File: config.mk
export PLATFORM = sky130hd
export DESIGN_NAME = tone_gen
export DESIGN_NICKNAME = d
export VERILOG_FILES = /design/src/rtl/tone_gen.sv
export SDC_FILE = /design/constraint.sdc
export NUM_CORES = 1
export LEC_CHECK = 0
export ABC_CLOCK_PERIOD_IN_PS = 9800
export CORE_UTILIZATION = 60
export CTS_CLUSTER_DIAMETER = 30
export DETAILED_ROUTE_END_ITERATION = 7
export GPL_ROUTABILITY_DRIVEN = 0
export GPL_TIMING_DRIVEN = 0
export PLACE_DENSITY_LB_ADDON = 0.15
export SETUP_SLACK_MARGIN = 0.05
export SYNTH_ARGS = -nofsm -noshare
export SYNTH_HDL_FRONTEND = slang
export SYNTH_SLANG_ARGS = --single-unit
File: constraint.sdc
create_clock -name clk -period 9.8 [get_ports clk]
set_input_delay 2.45 -clock clk [delete_from_list [all_inputs] [get_ports clk]]
set_output_delay 2.45 -clock clk [all_outputs]
set_load 0.1 [all_outputs]
File: src/rtl/tone_gen.sv
// Square-wave tone generator: Hz request -> half-period via restoring divider,
// then a 50 % duty square wave on tone_out.
module tone_gen #(
    parameter int SYS_FREQ   = 100000000,
    parameter int FREQ_BITS  = 16,
    parameter int COUNT_BITS = $clog2(SYS_FREQ + 1)
) (
    input  logic                 clk,
    input  logic                 reset,
    input  logic [FREQ_BITS-1:0] freq_in,
    input  logic                 freq_valid,
    output logic                 freq_ready,
    input  logic                 enable,
    output logic                 tone_out,
    output logic                 busy
);

    localparam int STEP_BITS = $clog2(COUNT_BITS + 1);
    localparam int REM_W     = FREQ_BITS + 1;
    localparam logic [COUNT_BITS-1:0] DIVIDEND  = COUNT_BITS'(SYS_FREQ);
    localparam logic [STEP_BITS-1:0]  LAST_STEP = STEP_BITS'(COUNT_BITS);

    typedef enum logic [1:0] {
        IDLE,
        DIVIDE,
        RUN
    } state_t;

    state_t                 state;
    state_t                 stateNext;
    logic                   fromRun;
    logic [FREQ_BITS-1:0]   freqReg;
    logic [COUNT_BITS-1:0]  dvd;
    logic [COUNT_BITS-1:0]  quo;
    logic [REM_W-1:0]       rem;
    logic [STEP_BITS-1:0]   step;
    logic [COUNT_BITS-1:0]  half;
    logic [COUNT_BITS-1:0]  counter;
    logic                   tone;

    logic                   accept;
    logic                   acceptZero;
    logic                   lastStep;
    logic                   commit;
    logic                   active;
    logic [REM_W:0]         remShift;
    logic [REM_W:0]         divisor;
    logic                   geq;
    logic [REM_W-1:0]       remNext;
    logic [COUNT_BITS-1:0]  quoClamped;
    logic [COUNT_BITS-1:0]  halfLast;

    assign freq_ready = (state != DIVIDE);
    assign busy       = (state == DIVIDE);
    assign tone_out   = tone;

    assign accept     = freq_valid && freq_ready;
    assign acceptZero = accept && (freq_in == '0);
    assign lastStep   = (step == LAST_STEP);
    assign commit     = (state == DIVIDE) && lastStep;
    // The old tone keeps playing while a new period is being computed.
    assign active     = (state == RUN) || ((state == DIVIDE) && fromRun);

    assign remShift   = {rem, dvd[COUNT_BITS-1]};
    assign divisor    = {1'b0, freqReg, 1'b0};
    assign geq        = (remShift >= divisor);
    assign remNext    = geq ? REM_W'(remShift - divisor) : remShift[REM_W-1:0];
    assign quoClamped = (quo == '0) ? COUNT_BITS'(1) : quo;
    assign halfLast   = half - COUNT_BITS'(1);

    always_ff @(posedge clk or negedge reset) begin
        if (!reset) begin
            state <= IDLE;
        end else begin
            state <= stateNext;
        end
    end

    always_comb begin
        stateNext = state;
        unique case (state)
            IDLE, RUN: begin
                if (accept) begin
                    stateNext = (freq_in == '0) ? IDLE : DIVIDE;
                end
            end
            DIVIDE: begin
                if (lastStep) begin
                    stateNext = RUN;
                end
            end
            default: stateNext = IDLE;
        endcase
    end

    always_ff @(posedge clk or negedge reset) begin
        if (!reset) begin
            fromRun <= 1'b0;
            freqReg <= '0;
            dvd     <= '0;
            quo     <= '0;
            rem     <= '0;
            step    <= '0;
            half    <= '0;
        end else if (accept) begin
            fromRun <= (state == RUN);
            freqReg <= freq_in;
            dvd     <= DIVIDEND;
            quo     <= '0;
            rem     <= '0;
            step    <= '0;
            if (freq_in == '0) begin
                half <= '0;
            end
        end else if ((state == DIVIDE) && !lastStep) begin
            dvd  <= dvd << 1;
            quo  <= {quo[COUNT_BITS-2:0], geq};
            rem  <= remNext;
            step <= step + STEP_BITS'(1);
        end else if (commit) begin
            half <= quoClamped;
        end
    end

    always_ff @(posedge clk or negedge reset) begin
        if (!reset) begin
            tone    <= 1'b0;
            counter <= '0;
        end else if (acceptZero) begin
            tone    <= 1'b0;
            counter <= '0;
        end else if (commit) begin
            counter <= '0;
        end else if (!active || !enable) begin
            tone    <= 1'b0;
            counter <= '0;
        end else if (counter == halfLast) begin
            tone    <= ~tone;
            counter <= '0;
        end else begin
            counter <= counter + COUNT_BITS'(1);
        end
    end

endmodule
== Yosys cells after proc, flatten, opt, wreduce, memory -nomap -nowiden ==
Index checks and enable logic that the tools add are counted.
Widths: inputs -> output; s select.

* Bits in registers: 150
* Input bits: 20
* Output and inout bits: 3
* Word-level logic and storage cells: 72

* $add $sub $neg: 4
* $lt $le $gt $ge: 1
* Equality and inequality tests: 10
* Muxes and demuxes: 26
* Bitwise operators: 1
* Reduce and logical (&&, ||, !) cells: 20

{| class="wikitable"
|+ Operator list
! kind !! count
|-
| $mux 27 || 13
|-
| $mux 17 || 3
|-
| $add 27x1->27 const B || 1
|-
| $eq 27x27->1 || 1
|-
| $logic_not 27->1 || 1
|-
| $sub 27x1->27 const B || 1
|-
| $ge 18x17->1 || 1
|-
| $sub 17x17->17 || 1
|-
| $logic_not 16->1 || 1
|-
| $mux 5 || 2
|-
| $ne 2x1->1 const B || 3
|-
| $ne 2x2->1 const B || 3
|-
| $add 5x1->5 const B || 1
|-
| $eq 5x5->1 const B || 1
|-
| $logic_and 1x1->1 || 5
|-
| $mux 1 || 5
|-
| $mux 2 || 2
|-
| $pmux 2 s2 || 1
|-
| $reduce_and 2->1 || 2
|-
| $reduce_bool 2->1 || 2
|-
| $logic_not 1->1 || 3
|-
| $reduce_and 3->1 || 1
|-
| $reduce_bool 3->1 || 1
|-
| $eq 2x1->1 const B || 1
|-
| 5 further kinds || 6
|}

== Logic depth before layout (Yosys ltp) ==
Gate-level depths: netlist of the first run.

* Word-level depth: 8
* Gate-level depth with buffers: 12
* Depth with buffers taken out: 11

== Worst setup path before layout of the first run ==
Ideal clock, no wire load.

* Kind: register to output
* From: reg state[0]
* To: out busy
* Arrival: 2585 ps
* Required time: 7350 ps
* Slack: 4765 ps
* Stages on the path, launching flop included: 4
* Buffers on the path: 1
* Cells stage by stage: dfrtp_1 nand2b_1 clkbuf_1 clkinv_1

* Longest elaborated chain between the ends: 1

{| class="wikitable"
|+ RTL lines
! what !! line !! RTL
|-
| from (decl) || 29 || <nowiki>state_t state;</nowiki>
|-
| from (signal assigned) || 75 || <nowiki>state <= stateNext;</nowiki>
|-
| $eq 2x1->1 || 54 || <nowiki>assign busy = (state == DIVIDE);</nowiki>
|-
| to (decl) || 15 || <nowiki>output logic busy</nowiki>
|}

Every way passes these cells.

== Worst setup path after layout of the first run ==
Ends and elaborated chain as after synthesis.

==> results of run 1 <==
[layout make-up]
type                       count  area [um^2]  share of cell area, %
clock buffer                  23          508                   5.87
timing repair buffer          24          254                   2.94
tap                          168          210                   2.43
inverter                      26         97.6                   1.13
multi-input combinational    663         3750                   43.4
sequential                   142         3550                   41.1
buffer                        40          168                   1.94
clock inverter                 8          104                   1.20
[path summary, 6_finish.rpt]
| check | from | end | slack [ns] |
|---|---|---|---|
| worst max register to register | half[2] | counter[22] | 6.05 |
| worst max-delay path | state[0] | busy | 4.82 |
| worst min register to register | dvd[10] | dvd[11] | 0.47 |
| min in group asynchronous | reset | counter[3] | 1.97 |
| worst min-delay path | dvd[10] | dvd[11] | 0.47 |
| max in group asynchronous | reset | dvd[19] | 7.04 |
[cells by family (layout without fill, tap and decap cells)]
group	count (synthesis)	after routing	synth area share, %
fa+ha+maj	20	20	3.40
mux	13	13	1.77
buf+inv	66	121	3.50
xor+xnor	67	67	7.75
compound gates	164	164	12.3
simple gates	399	399	24.3
flops	142	142	46.9
[power by group]
part           leakage (nW)  internal [mW]  switching (mW)
Combinational          1.64          0.541           0.836
Clock                 0.302          0.414           0.236
Sequential             1.86          0.789           0.154
Total                  3.80           1.74            1.23
[registers in the layout, summed over array words and instances, names as in the netlist]
name / flops
counter: 27
half: 27
quo: 27
dvd: 19
rem: 17
freqReg: 16
step: 5
state: 2
fromRun: 1
tone_out: 1
[critical path, delay by kind of cell (launching register included)]
| family | cells | cell delay, ns |
|---|---|---|
| buffers and inverters | 3 | 1.65 |
| flip-flops | 1 | 0.39 |
| AND/OR/NAND/NOR | 1 | 0.07 |
[routing by layer]
| layer | part of all wire [%] | wire length (um) | GRT usage (%) |
|---|---|---|---|
| met1 | 40 | 7370 | 34.7 |
| met2 | 52 | 9410 | 55.3 |
| met4 | 3.2 | 588 | 14.0 |
| met3 | 4.6 | 846 | 6.19 |
| met5 | 0 | 0 | 0 |
[synthesized netlist by cell type (all sizes together), types with 14 or more instances]
library cell / instances / share of area, %
nor4: 16 / 1.3
xnor2: 36 / 4.2
nor3: 14 / 0.93
dfrtp: 142 / 47
o21ai: 97 / 6.6
nand2: 176 / 8.7
inv: 25 / 1.2
nor2: 72 / 3.6
clkbuf: 34 / 1.7
a21oi: 30 / 2.0
ha: 19 / 3.1
xor2: 31 / 3.6
nand3: 60 / 4.0
[through the flow]
| step | total power, mW | area (um^2) |
|---|---|---|
| after floorplan | 1.94 | 7570 |
| after detailed placement | 2.29 | 8030 |
| after global routing | 3.18 | 8650 |
| after CTS | 2.95 | 8640 |
| final | 2.97 | 8650 |
| after global placement | 2.20 | 8000 |
==> run summary, run 1 <==
RSZ-0062 raised after global routing -> false
final cycle utilization of the critical path -> 50.8%
Crit Path Category -> reg -> out
status -> completed
commonest non-fill, non-tap cells in the layout -> nand2_1, dfrtp_1, o21ai_0
drt first pass iters -> 8
clock insertion delay at the later pin of the skew report -> 0.42 ns
Synth Register Bits -> 142
CTS buffer count -> 17
initial antenna violation count -> 0
Initial DRC Count -> 500
Core Area -> 12200 um^2
Routed Antenna Nets -> 0
Async SR Flop Fraction -> 100%
Routed Wire Length -> 18200 um
wire length per cell -> 16.6 um
routed vias/inst -> 5.92
Max Cap Viol -> 0
pin count of the biggest net entering global routing -> 90
sequential element share of the synthesized area -> 46.9%
final core utilization -> 71.1%
synthesized area -> 7570 um^2
Area Growth Syn to Fin -> 14.2%
Worst-Margin Slew -> 0.965 ns
fin nets -> 954
most common cell after layout, fill and taps aside -> nand2_1
routed via count -> 6476
Initial Util -> 62.3%
root buffer cell -> clkbuf_16
CP Cell Sequence -> nand2b_1 -> clkbuf_1 -> clkinv_1 -> clkdlybuf4s50_1
crit path capture type -> primary output
grt ovf -> 0
vias in the first global route -> 6580
fin crit period -> 4.98 ns
CTS Buffer Depth -> 2
number of hold violations in the final report -> 0
Yosys cell types -> 59
CP Data Arrival Time -> 2.53 ns
syn nets -> 911
Die Wd -> 114 um
number of synthesized flops with an enable pin -> 0
Total GRT Usage -> 30.6%
hold path depth -> 2
Crit path largest cell delay -> 1.04 ns
Syn Inst Count -> 871
Clock Skew -> 0.00444 ns
Final Non-Filler Cells -> 1094
crit-path max FO -> 8
first-pass GRT wire length -> 30900 um
Final setup viols -> 0
Hold Crit Class -> reg -> reg
hold_ws -> 0.467 ns
hold buffers post-CTS -> 0
prevailing post-synth register cell -> dfrtp_1
Port Buffers -> 22
Leak -> 3.80 nW
startpoint types -> flop
fmax -> 201 MHz
number of diodes -> 0
worst vdd ir -> 0.266 mV
I/O pin total -> 23
number of fill cells -> 912
drt drc -> 0
placed cells -> 1062
final worst-path setup slack -> 4.82 ns
total negative slack -> 0 ns
die area -> 13100 um^2
TritonCTS clock tree -> built
Synthesis Warnings -> 0
H-tree depth -> 4
Power Density -> 343 nW/um^2
slew margin rel. -> 35.5%
row cnt -> 40
worst-case reg-to-reg path depth -> 9
Die H -> 114 um
clk sinks -> 142
fraction of layout cells with a size suffix above 1 -> 5.72%
Place WS -> 4.59 ns
CP max-delay cell -> clkdlybuf4s50_1
post-CTS setup buffer count -> 0
clk slew on worst S/H paths -> 0.06 ns
max-slew violations -> 0
Gates resized, CTS repair -> 0
Crit path required time -> 7.35 ns
hpwl dp -> 13200 um
syn_area_per_cell -> 8.69 um^2
Power figures use the tool's default switching activity.
==> run 2, diff against run 1 <==
--- a/config.mk
+++ b/config.mk
@@ -5,7 +5,7 @@
 export SDC_FILE = /design/constraint.sdc
 export NUM_CORES = 1
 export LEC_CHECK = 0
-export ABC_CLOCK_PERIOD_IN_PS = 9800
+export ABC_CLOCK_PERIOD_IN_PS = 4590
 export CORE_UTILIZATION = 60
 export CTS_CLUSTER_DIAMETER = 30
 export DETAILED_ROUTE_END_ITERATION = 7
==> constraint.sdc (replaced) <==
create_clock -name clk -period 4.59 [get_ports clk]
set_input_delay 1.1475 -clock clk [delete_from_list [all_inputs] [get_ports clk]]
set_output_delay 1.1475 -clock clk [all_outputs]
set_load 0.1 [all_outputs]
==> results of run 2 <==
Same layout as run 1 (identical final DEF). Status: completed.
Main changes from that run: setup slack after placement 4.59 ns -> 0.682 ns; setup slack after layout 4.82 ns -> 0.839 ns; start point of the critical path state[0] -> half[2]; end point of the critical path busy -> counter[22]; register-to-register setup slack 6.05 ns -> 0.84 ns; total power 2.97 mW -> 6.34 mW; worst IR drop on VDD 0.266 mV -> 0.567 mV
==> run 3, diff against run 2 <==
--- a/config.mk
+++ b/config.mk
@@ -5,8 +5,8 @@
 export SDC_FILE = /design/constraint.sdc
 export NUM_CORES = 1
 export LEC_CHECK = 0
-export ABC_CLOCK_PERIOD_IN_PS = 4590
-export CORE_UTILIZATION = 60
+export ABC_CLOCK_PERIOD_IN_PS = 3290
+export CORE_UTILIZATION = 56
 export CTS_CLUSTER_DIAMETER = 30
 export DETAILED_ROUTE_END_ITERATION = 7
 export GPL_ROUTABILITY_DRIVEN = 0
==> constraint.sdc (replaced) <==
create_clock -name clk -period 3.29 [get_ports clk]
set_input_delay 0.8225 -clock clk [delete_from_list [all_inputs] [get_ports clk]]
set_output_delay 0.8225 -clock clk [all_outputs]
set_load 0.1 [all_outputs]
==> run 3 against run 2 <==
  * Clock skew increased by 0.0040 ns
  * Total power increased by 43%
  * Register-to-register slack got worse by 0.81 ns
  * Utilization decreased by 3.4 points
  * Final cell count increased by 2.2%
  * Flip-flop and latch count unchanged
  * Non-clock buffer count increased by 15
  * Via count increased by 1.4%
  * Final area increased by 3.3%
  * Sequential power increased by 40%
  * Fmax increased by 15%
  * Global-route usage decreased by 1.5 points
  * Largest cell class unchanged
==> run summary, run 3 (same netlist as run 1, synthesis figures left out) <==
status -> completed
RSZ-0062 raised after global routing -> true
root buffer cell -> clkbuf_16
multi-input gate area in the final layout -> 3860 um^2 (+3.0%)
Port Buffers -> 22 (unchanged)
pin count of the biggest net entering global routing -> 86 (-4.4%)
Top Family by Delay on Critical Path -> simple AND/OR/NAND/NOR gates
fraction of layout cells with a size suffix above 1 -> 9.98% (+4.3 points)
CTS buffer count -> 17 (unchanged)
biggest regs -> counter (27), half (27), quo (27)
overall power -> 9.05 mW
Final setup viols -> 0 (unchanged)
CP max-delay cell -> or4_4
clk slew on worst S/H paths -> 0.06 ns (about the same)
most common cell after layout, fill and taps aside -> nand2_1
first-pass GRT wire length -> 31900 um (+3.1%)
number of fill cells -> 1045 (+15%)
number of diodes -> 0 (unchanged)
placed instance area -> 8050 um^2 (+0.19%)
clock insertion delay at the later pin of the skew report -> 0.43 ns (about the same)
drt drc -> 0 (unchanged)
vias in the first global route -> 6734 (+2.3%)
hpwl dp -> 13200 um (about the same)
clk sinks -> 142 (unchanged)
Area Growth Syn to Fin -> 18.0%
Max Cap Viol -> 0 (unchanged)
wire length per cell -> 16.9 um (+1.5%)
Die H -> 118 um (+3.5%)
startpoint types -> flop
fmax -> 306 MHz
Routed Antenna Nets -> 0 (unchanged)
grt ovf -> 0 (unchanged)
total negative slack -> 0 ns (unchanged)
Crit path required time -> 3.61 ns
final core utilization -> 67.7% (-3.4 points)
CP Data Arrival Time -> 3.58 ns
max-slew violations -> 0 (unchanged)
Hold Crit Class -> in -> async
Worst Path Buf+Inv -> 3
CTS Buffer Depth -> 2 (unchanged)
Routed Wire Length -> 18900 um (+3.7%)
commonest non-fill, non-tap cells in the layout -> nand2_1, dfrtp_1, o21ai_0
crit path capture type -> flop
crit-path max FO -> 7
Clock Skew -> 0.00849 ns (+0.00405 ns)
Initial Util -> 57.4% (-4.9 points)
Crit path largest cell delay -> 0.54 ns
routed via count -> 6566 (+1.4%)
initial antenna violation count -> 0 (unchanged)
fin crit period -> 3.26 ns
Die Wd -> 118 um (+3.5%)
CP Cell Sequence -> inv_2 -> ha_4 -> or4b_4 -> or3_4 -> or3_4 -> o31a_1 -> or4_4 -> o21ai_4 -> buf_12 -> buf_8 -> nor2_1
I/O pin total -> 23 (unchanged)
routed vias/inst -> 5.87 (-0.79%)
row cnt -> 42 (+5.0%)
Core Area -> 13200 um^2 (+8.5%)
worst vdd ir -> 0.769 mV
Total GRT Usage -> 29.1% (-1.5 points)
Storage cell area -> 3560 um^2 (about the same)
Initial DRC Count -> 430 (-14%)
TritonCTS clock tree -> built
slew margin rel. -> 35.8% (+0.35 points)
Worst-Margin Slew -> 0.959 ns (-0.00521 ns)
drt first pass iters -> 6 (-2)
H-tree depth -> 4 (unchanged)
CP most frequent cell -> or3_4
die area -> 14000 um^2 (+7.0%)
number of hold violations in the final report -> 0 (unchanged)
Power Density -> 1010 nW/um^2
fin nets -> 969 (+1.6%)
Crit Path Category -> reg -> reg
final instance area -> 8930 um^2 (+3.3%)
final cycle utilization of the critical path -> 99.2%
Leak -> 3.91 nW (+2.9%)
-- run 3: area by class of cell --
type                       count  share of cell area [%]
buffer                        37                    1.85
clock buffer                  20                    5.11
sequential                   142                    39.8
clock inverter                12                    1.82
timing repair buffer          42                    4.57
tap                          176                    2.47
multi-input combinational    663                    43.3
inverter                      26                    1.11
-- run 3: worst paths after layout --
kind                            slack (ns)  cells past startpoint  startpoint           to
worst max register to register        0.03                     11     half[0]  counter[23]
worst min register to register        0.47                      2      dvd[8]       dvd[9]
worst max-delay path                  0.03                     11     half[0]  counter[23]
min in group clk                      0.47                      2      dvd[8]       dvd[9]
max in group asynchronous             2.15                      2       reset      quo[24]
worst min-delay path                  0.35                      1       reset   counter[5]
-- run 3: timing repair --
item / 4_1_cts / 5_1_grt
gates cloned: 2 / 0
pin swaps: 8 / 6
endpoints found under the hold margin: 0 / 0
gates resized for setup: 22 / 18
hold buffers: 0 / 0
buffers inserted: 16 / 1
setup endpoints to repair: 44 / 44
-- run 3: through the flow --
step                hold WS (ns)  setup slack [ns]  cells
detailed placement         0.458            -0.517   1070
global route               0.396           -0.0567   1118
finish                     0.348            0.0266   1118
CTS                        0.368           -0.0434   1118
floorplan                  0.433            0.0524    871
global placement           0.446             -4.12   1069
-- run 3: metal layers --
metal / GRT usage, % / wire [um]
met3: 5.79 / 830
met1: 33.5 / 7710
met2: 49.8 / 9490
met4: 18.1 / 855
met5: 0 / 0
-- run 3: where the power goes --
part | switching (mW) | internal (mW)
Sequential | 0.466 | 2.35
Clock | 0.761 | 1.24
Combinational | 2.53 | 1.71
Total | 3.75 | 5.29
